File: config.mk
export PLATFORM = sky130hd
export DESIGN_NAME = fsu_stream_counter_flat
export DESIGN_NICKNAME = d
export VERILOG_FILES = /design/src/rtl/fsu_stream_counter_if.sv /design/src/rtl/fsu_stream_counter.sv /design/src/flat_wrapper.sv
export SDC_FILE = /design/constraint.sdc
export NUM_CORES = 1
export LEC_CHECK = 0
export BUFFER_PORTS_ARGS = -buffer_cell sky130_fd_sc_hd__buf_2
export CAP_MARGIN = 10
export CORE_MARGIN = 2
export CORE_UTILIZATION = 51
export CTS_CLUSTER_SIZE = 14
export DETAILED_ROUTE_END_ITERATION = 8
export GPL_TIMING_DRIVEN = 0
export PLACE_DENSITY = 0.74
export SYNTH_ARGS = -nofsm -noshare
export SYNTH_HDL_FRONTEND = slang
export SYNTH_SLANG_ARGS = --single-unit
export TNS_END_PERCENT = 20
File: constraint.sdc
create_clock -name clk -period 1.8 [get_ports clk]
set_input_delay 0.27 -clock clk [delete_from_list [all_inputs] [get_ports clk]]
set_output_delay 0.27 -clock clk [all_outputs]
set_load 0.005 [all_outputs]
File: src/rtl/fsu_stream_counter_if.sv
// Stream counter handshake bundle: start/stall/bit in, busy/valid/result out.
interface fsu_stream_counter_if #(
  parameter int CWID = 8
);
  logic            iStart;
  logic            iHold;
  logic            iBit;
  logic            oBusy;
  logic            oValid;
  logic [CWID+1:0] oData;

  // Controller / upstream side.
  modport master (
    output iStart,
    output iHold,
    output iBit,
    input  oBusy,
    input  oValid,
    input  oData
  );

  // Counter side.
  modport slave (
    input  iStart,
    input  iHold,
    input  iBit,
    output oBusy,
    output oValid,
    output oData
  );
endinterface

File: src/rtl/fsu_stream_counter.sv
// Unary-to-binary stage: counts ones in a 2^CWID-sample window of the adder
// bitstream and reports the count (unipolar) or 2*count-N (bipolar) with a
// one-cycle valid pulse. iHold stalls sampling while a window is running.
module fsu_stream_counter #(
  parameter int CWID = 8,
  parameter bit BIPO = 1'b0
) (
  input  logic                 clk,
  input  logic                 rst_n,
  fsu_stream_counter_if.slave  bus
);

  localparam int unsigned NWIN = 32'd1 << CWID;
  localparam logic [CWID:0]   LAST_S = (CWID+1)'(NWIN - 1);
  localparam logic [CWID+1:0] NWIN_W = (CWID+2)'(NWIN);

  typedef enum logic {
    S_IDLE,
    S_RUN
  } state_t;

  state_t          state_q, state_d;
  logic [CWID:0]   scnt_q, scnt_d;
  logic [CWID:0]   ocnt_q, ocnt_d;
  logic [CWID+1:0] data_q, data_d;
  logic            valid_q, valid_d;

  // Final count including the bit sampled on the closing edge, and its
  // encodings. The doubled value needs CWID+2 bits; the subtraction wraps
  // into two's complement for counts below N/2.
  logic [CWID:0]   fcnt;
  logic [CWID+1:0] fcnt_w;
  logic [CWID+1:0] fres;

  // Final-count arithmetic and result encoding.
  always_comb begin
    fcnt   = ocnt_q + {{CWID{1'b0}}, bus.iBit};
    fcnt_w = {1'b0, fcnt};
    if (BIPO) begin
      fres = (fcnt_w << 1) - NWIN_W;
    end else begin
      fres = fcnt_w;
    end
  end

  // Next-state, counter and result logic.
  always_comb begin
    state_d = state_q;
    scnt_d  = scnt_q;
    ocnt_d  = ocnt_q;
    data_d  = data_q;
    valid_d = 1'b0;
    unique case (state_q)
      S_IDLE: begin
        if (bus.iStart) begin
          state_d = S_RUN;
          scnt_d  = '0;
          ocnt_d  = '0;
        end
      end
      S_RUN: begin
        if (!bus.iHold) begin
          if (scnt_q == LAST_S) begin
            data_d  = fres;
            valid_d = 1'b1;
            state_d = S_IDLE;
          end else begin
            scnt_d = scnt_q + 1'b1;
            ocnt_d = fcnt;
          end
        end
      end
      default: state_d = S_IDLE;
    endcase
  end

  // State, counters and registered outputs; reset also aborts a window.
  always_ff @(posedge clk) begin
    if (!rst_n) begin
      state_q <= S_IDLE;
      scnt_q  <= '0;
      ocnt_q  <= '0;
      data_q  <= '0;
      valid_q <= 1'b0;
    end else begin
      state_q <= state_d;
      scnt_q  <= scnt_d;
      ocnt_q  <= ocnt_d;
      data_q  <= data_d;
      valid_q <= valid_d;
    end
  end

  assign bus.oBusy  = (state_q == S_RUN);
  assign bus.oValid = valid_q;
  assign bus.oData  = data_q;

endmodule
File: src/flat_wrapper.sv
// flat-port wrapper written by rule: the top's interface ports become plain ports
module fsu_stream_counter_flat 
#(
  parameter int CWID = 8,
  parameter bit BIPO = 1'b0
)
  (clk, rst_n, bus_iStart, bus_iHold, bus_iBit, bus_oBusy, bus_oValid, bus_oData);
  fsu_stream_counter_if #(.CWID(CWID)) bus_i ();
  input  logic clk;
  input  logic rst_n;
  input wire logic [$bits(bus_i.iStart)-1:0] bus_iStart;
  input wire logic [$bits(bus_i.iHold)-1:0] bus_iHold;
  input wire logic [$bits(bus_i.iBit)-1:0] bus_iBit;
  output wire logic [$bits(bus_i.oBusy)-1:0] bus_oBusy;
  output wire logic [$bits(bus_i.oValid)-1:0] bus_oValid;
  output wire logic [$bits(bus_i.oData)-1:0] bus_oData;
  assign bus_i.iStart = bus_iStart;
  assign bus_i.iHold = bus_iHold;
  assign bus_i.iBit = bus_iBit;
  assign bus_oBusy = bus_i.oBusy;
  assign bus_oValid = bus_i.oValid;
  assign bus_oData = bus_i.oData;
  fsu_stream_counter #(.CWID(CWID), .BIPO(BIPO)) u_core (.clk(clk), .rst_n(rst_n), .bus(bus_i));
endmodule
==> impl_metrics.csv, run 1 <==
group,metric,value,unit
timing,fmax,534,MHz
critical_path,crit_path_start_kind,"register",
logic_synthesis,synthCells,160,
job,drv_cap,0,
global_routing,grt_usage,21.9,%
finish,drive_above_1_share,29.9,%
timing,rsz0062_at_grt,"yes",
timing,hold_violations,0,
clocking,cts_tree,"built",
placed_design,hpwlAfterDp,2.32,mm
die,die_h,57.5,um
route,via_per_inst,6.15,
finish,diodes,0,
min_path,min_path_type,"input port to register",
placed_design,gp_congestion,0.886,
logic_synthesis,yosysWarnings,0,
outcome,violations,"setup timing",
clocking,htree_levels,2,
clocking,cts_buffer_depth,2,
route,drt_wl_total,3.46,mm
finish,layout.nets,195,
power_and_ir_drop,intPower,0.827,mW
logic_synthesis,synth.most_common_cell,"dfxtp_1",
critical_path,reg2regPathDepth,8,
power_and_ir_drop,power.total,1.12,mW
clocking,cts_made_buffers,5,
power_and_ir_drop,p_per_area,643,mW/mm^2
timing,tightest_slew,508,ps
logic_synthesis,syn_area,0.00146,mm^2
min_path,holdPathStages,2,
critical_path,reg2reg_to,"u_core.scnt_q[5]",
power_and_ir_drop,p_comb_share,8.2,%
critical_path,crit_type,"register to register",
die,rows,19,
power_and_ir_drop,power_frac_seq,58.0,%
power_and_ir_drop,switching_share,26.3,%
timing,maxSlewViolCount,0,
logic_synthesis,synth-edff-count,0,
critical_path,timing.rr.start,"u_core.scnt_q[0]",
clocking,cts.clk_slew.worst_paths,90,ps
global_routing,grt_pass1_wl,5.57,mm
critical_path,critical_path_required,2060,ps
finish,syn_to_final_growth,19.6,%
finish,multi_input_area,855,um^2
logic_synthesis,synth-async-reset-ratio,0,%
die,dieArea,0.00330,mm^2
logic_synthesis,synth_area_leaders,"dfxtp_1 (40%), nand3_1 (8.9%), o211ai_1 (3.6%)",
logic_synthesis,syn_avg_cell_area,9.11,um^2
die,ioPinCount,17,
route,drt_first_iter_violations,52,
outcome,status,"finished, violations left",
route,drc,0,
critical_path,crit_path_end_kind,"register",
timing,skew,5.70,ps
power_and_ir_drop,ir_worst_vdd,0.412,mV
logic_synthesis,synth_largest_area_cell,"dfxtp_1",
clocking,clockRootBuffer,"clkbuf_4",
die,die_x,57.5,um
power_and_ir_drop,p_clk_share,33.8,%
logic_synthesis,ys_types,39,
critical_path,worstPathMaxFanout,8,
die,start_util,53.3,%
logic_synthesis,netlist.area_leader.share,39.8,%
timing,relSlewSlack,66.2,%
power_and_ir_drop,leakagePower,0.675,nW
finish,utilization,63.8,%
critical_path,worstPathArrival,2130,ps
clocking,worstSkewPairLatency,330,ps
timing,holdWs,148,ps
placed_design,portBuffers,15,
route,dr.pass1.iters,4,
timing,final.min_clock_period,1870,ps
logic_synthesis,ys_seq_elements,29,
logic_synthesis,ys_top_cells_by_count,"dfxtp_1 (29), nand3_1 (26), nand2_1 (9)",
logic_synthesis,ys.flop_type,"dfxtp_1",
min_path,min_to,"u_core.bus.oBusy",
timing,min_period_over_period,104,%
route,routedWlPerCell,15.9,um
die,core_area,0.00273,mm^2
logic_synthesis,syn-num-nets,169,
finish,regArea,591,um^2
finish,layout.cells.non_filler,218,
critical_path,rrSetupSlack,-70,ps
logic_synthesis,yosysSeqAreaShare,39.8,%
timing,setup_ws,-72.0,ps
global_routing,grt_max_degree,11,
timing,setup_viol,5,
global_routing,grt_pass1_vias,1207,
route,antenna_left,0,
clocking,cts_sinks,29,
route,vias,1340,
global_routing,grt_overflow,0,
global_routing,antenna_found_initial,0,
min_path,hp-start,"bus_iStart",
finish,n_fill_cell,224,
power_and_ir_drop,power.switching,0.295,mW
placed_design,post-place-cells,206,
## metrics by stage
stage / instance area (um^2) / TNS, ps / worst slack (ps)
2_1_floorplan: 1460 / 0 / 10.2
3_3_place_gp: 1580 / -1680 / -146
3_5_place_dp: 1580 / -2650 / -201
4_1_cts: 1690 / -58.5 / -20.4
5_1_grt: 1740 / -1350 / -139
6_report: 1740 / -148 / -72.0
## state kept, by name, indices dropped and copies added, names as in the netlist
| signal | flops |
|---|---|
| u_core.bus.oData | 9 |
| u_core.ocnt_q | 9 |
| u_core.scnt_q | 9 |
| u_core.bus.oBusy | 1 |
| u_core.bus.oValid | 1 |
## worst max path at each step
stage	slack, ps	from	endpoint	cells after the start
final	-70	u_core.scnt_q[0]	u_core.scnt_q[5]	8
after detailed placement	-200	u_core.scnt_q[0]	u_core.bus.oData[6]	8
after CTS	-20	u_core.scnt_q[0]	u_core.scnt_q[7]	8
after global placement	-150	u_core.scnt_q[0]	u_core.bus.oData[8]	8
after floorplan	10	u_core.scnt_q[1]	u_core.ocnt_q[4]	8
after global routing	-140	u_core.scnt_q[0]	u_core.scnt_q[5]	8
## what timing repair did
| action | 4_1_cts | 5_1_grt |
|---|---|---|
| resized for setup | 10 | 14 |
| hold buffers | 0 | 0 |
| pin swaps | 9 | 7 |
| endpoints found under the setup margin | 28 | 27 |
| setup buffers | 4 | 1 |
## critical path, cell delays in order (launching register included)
cell      delay, ps
dfxtp_4         360
ha_4            160
nand3_2          80
nor2_2           50
ha_4            190
or3b_1          370
buf_6           160
a211oi_4        240
mux2i_1         190
## cell type report
cell class	instances	share of cell area, %
multi-input cells	114	49.0
inverters	4	1.01
repair buffers	20	6.46
clock inverters	2	0.574
clock buffers	6	2.37
flip-flops and latches	29	33.9
well taps	31	2.23
plain buffers	12	4.45
## cell usage in the layout (no fill, tap or decap), types with 3 or more instances in the layout
cell type,n
nand3_1,25
dfxtp_1,23
buf_2,19
nand2_1,9
nand4_1,8
or4_1,7
o211ai_1,7
a21oi_1,7
buf_4,6
nand3b_1,5
a22o_1,5
clkbuf_4,5
dfxtp_2,5
nand2b_1,4
mux2i_1,4
inv_1,3
clkbuf_1,3
buf_6,3
## metal layers
layer | GRT usage (%) | share of wire, %
met1 | 28.3 | 45
met2 | 35.4 | 49
met3 | 4.76 | 3.8
met4 | 8.97 | 1.4
met5 | 0 | 0
## cells by family (layout without fill, tap and decap cells)
group	Yosys count	after routing	synth area share, %
muxes	4	4	2.75
other	1	1	0.257
DFF	29	29	39.8
buffers and inverters	17	44	5.66
adders and majority gates	4	4	3.43
AOI/OAI and AO/OA	34	34	18.8
xor gates and xnor gates	3	3	1.80
and+or+nand+nor	68	68	27.5
## power groups by stage
stage / clock (mW) / combinational [mW] / sequential [mW]
floorplan: 0 / 0.0553 / 0.664
global placement: 0 / 0.0774 / 0.665
detailed placement: 0 / 0.0809 / 0.665
CTS: 0.386 / 0.0858 / 0.651
global route: 0.414 / 0.101 / 0.651
finish: 0.379 / 0.0925 / 0.650
Note: power is estimated with default switching activity, not from simulation.
==> run 2, diff against run 1 <==
--- a/config.mk
+++ b/config.mk
@@ -9,9 +9,11 @@
 export CAP_MARGIN = 10
 export CORE_MARGIN = 2
 export CORE_UTILIZATION = 51
+export CTS_BUF_LIST = sky130_fd_sc_hd__clkbuf_16
 export CTS_CLUSTER_SIZE = 14
 export DETAILED_ROUTE_END_ITERATION = 8
 export GPL_TIMING_DRIVEN = 0
+export MAX_ROUTING_LAYER = met4
 export PLACE_DENSITY = 0.74
 export SYNTH_ARGS = -nofsm -noshare
 export SYNTH_HDL_FRONTEND = slang
==> run 2 against run 1 <==
The flow still finishes with violations (setup timing). Sequential power up 0.6%. Clock power up 100%. Hold slack better by 61 ps. Highest routed layer unchanged. Clock skew down 2.0 ps. Non-clock buffer count up 1. Utilization up 3.0 points. Count of clock-buffer cells in the layout down 1. Global-route usage up 0.52 points. Maximum frequency up 1.6%.
==> impl_metrics.csv, run 2 (same netlist as run 1, synthesis figures left out) <==
group,metric,value,unit
outcome,status,"finished, violations left",
outcome,violations,"setup timing",
die,die_h,57.5,um
critical_path,cpMostUsedCell,"ha_4",
power_and_ir_drop,intPower,1.18,mW
global_routing,grt_overflow,0,
finish,layout.cells.non_filler,219,
route,antenna_left,0,
timing,final.min_clock_period,1840,ps
finish,final_common_cell,"dfxtp_1",
clocking,cts_tree,"built",
timing,setup_ws,-41.7,ps
clocking,cts_sinks,29,
power_and_ir_drop,leakagePower,0.717,nW
finish,n_fill_cell,209,
power_and_ir_drop,p_comb_share,6.1,%
finish,drive_above_1_share,28.7,%
power_and_ir_drop,p_per_area,829,mW/mm^2
die,rows,19,
power_and_ir_drop,ir_worst_vdd,0.780,mV
timing,min_period_over_period,102,%
route,dr.pass1.iters,4,
timing,fmax,543,MHz
die,die_x,57.5,um
route,drc,0,
finish,layout.nets,196,
die,core_area,0.00273,mm^2
global_routing,grt_max_degree,11,
timing,hold_violations,0,
clocking,cts_made_buffers,5,
power_and_ir_drop,p_clk_share,50.6,%
critical_path,crit_type,"register to register",
critical_path,slowest_stage,"or3b_1",
route,vias,1343,
route,routedWlPerCell,15.8,um
timing,maxSlewViolCount,0,
power_and_ir_drop,switching_share,21.8,%
timing,rsz0062_at_grt,"yes",
clocking,clockRootBuffer,"clkbuf_16",
critical_path,timing.rr.start,"u_core.scnt_q[0]",
placed_design,portBuffers,15,
global_routing,grt_pass1_vias,1199,
min_path,min_path_type,"input port to register",
critical_path,critical_path_required,2000,ps
critical_path,crit_path_end_kind,"register",
critical_path,crit_path_start_kind,"register",
placed_design,pre_cts_ws,-201,ps
timing,holdWs,209,ps
clocking,htree_levels,2,
placed_design,hpwlAfterDp,2.32,mm
critical_path,reg2regPathDepth,8,
clocking,cts_buffer_depth,2,
global_routing,grt_pass1_wl,5.52,mm
placed_design,post-place-cells,206,
min_path,holdPathStages,2,
finish,layout_common_cells,"dfxtp_1 (26), nand3_1 (25), buf_2 (20)",
global_routing,antenna_found_initial,0,
die,ioPinCount,17,
route,drt_first_iter_violations,40,
die,start_util,53.3,%
placed_design,dpl_cell_area,0.00158,mm^2
clocking,cts.clk_slew.worst_paths,50,ps
job,drv_cap,0,
power_and_ir_drop,power_frac_seq,43.2,%
timing,skew,3.71,ps
die,dieArea,0.00330,mm^2
power_and_ir_drop,power.switching,0.330,mW
placed_design,gp_congestion,0.901,
clocking,worstSkewPairLatency,270,ps
global_routing,grt_usage,22.4,%
critical_path,worstPathArrival,2040,ps
min_path,hp-start,"bus_iStart",
finish,finalInstanceArea,0.00182,mm^2
route,via_per_inst,6.13,
critical_path,slowest_delay,370,ps
critical_path,crit_start,"u_core.scnt_q[0]",
route,drt_wl_total,3.46,mm
finish,syn_to_final_growth,25.2,%
timing,setup_viol,2,
critical_path,critical_path.cell_chain,"ha_4, nand3_2, nor2_2, ha_4, or3b_1, buf_6, a211oi_4, mux2i_1",
finish,diodes,0,
finish,utilization,66.7,%
critical_path,worstPathMaxFanout,8,
==> run 2: changes by cell type in the layout (fill, tap and decap cells not counted), moves of 2 or more <==
| cell | previous run | this run |
|---|---|---|
| buf_4 | 6 | 8 |
| clkbuf_16 | 0 | 5 |
| clkbuf_4 | 5 | 0 |
| dfxtp_1 | 23 | 26 |
| dfxtp_2 | 5 | 3 |
==> run 2: power groups by stage <==
stage          Clock [mW]  Sequential, mW  Combinational (mW)
2_1_floorplan           0           0.664              0.0553
3_3_place_gp            0           0.665              0.0774
3_5_place_dp            0           0.665              0.0809
4_1_cts             0.776           0.653              0.0889
5_1_grt             0.806           0.653               0.102
6_report            0.765           0.654              0.0928
==> run 2: critical path: cells and delay by family, from the launching register on <==
kind / cells / cell delay (ps)
muxes: 1 / 190
and+or+nand+nor: 3 / 510
buffers and inverters: 1 / 160
adders and majority gates: 2 / 340
DFF: 1 / 330
AOI/OAI and AO/OA: 1 / 240
==> run 2: metrics by stage <==
step	power (mW)	TNS, ps
6_report	1.51	-53.4
5_1_grt	1.56	-887
4_1_cts	1.52	-9.59
3_5_place_dp	0.746	-2650
3_3_place_gp	0.742	-1680
2_1_floorplan	0.719	0
==> run 2: final timing paths <==
path / end / slack (ps)
max: u_core.scnt_q[5] / -40
min: u_core.bus.oBusy / 210
max reg2reg: u_core.scnt_q[5] / -40
min reg2reg: u_core.bus.oData[8] / 460
==> run 2: metal layers <==
layer | GRT usage, % | vias up | wire length (um)
li1 | - | 664 | -
met1 | 28.2 | 638 | 1520
met4 | 8.97 | 0 | 42
met3 | 6.58 | 4 | 193
met5 | - | - | 0
met2 | 33.8 | 37 | 1700
==> run 2: layout make-up <==
cell class / instances / area [um^2] / area share (%)
clock inverters: 3 / 13.8 / 0.754
plain buffers: 12 / 73.8 / 4.05
well taps: 31 / 38.8 / 2.13
repair buffers: 21 / 120 / 6.58
clock buffers: 5 / 125 / 6.86
flip-flops and latches: 29 / 584 / 32.0
inverters: 4 / 17.5 / 0.960
multi-input cells: 114 / 851 / 46.6
==> run 2: what timing repair did <==
action / in CTS / in global routing
gates resized for setup: 12 / 8
setup endpoints to repair: 27 / 21
setup buffers: 5 / 1
pin swaps: 8 / 8
hold buffers: 0 / 0
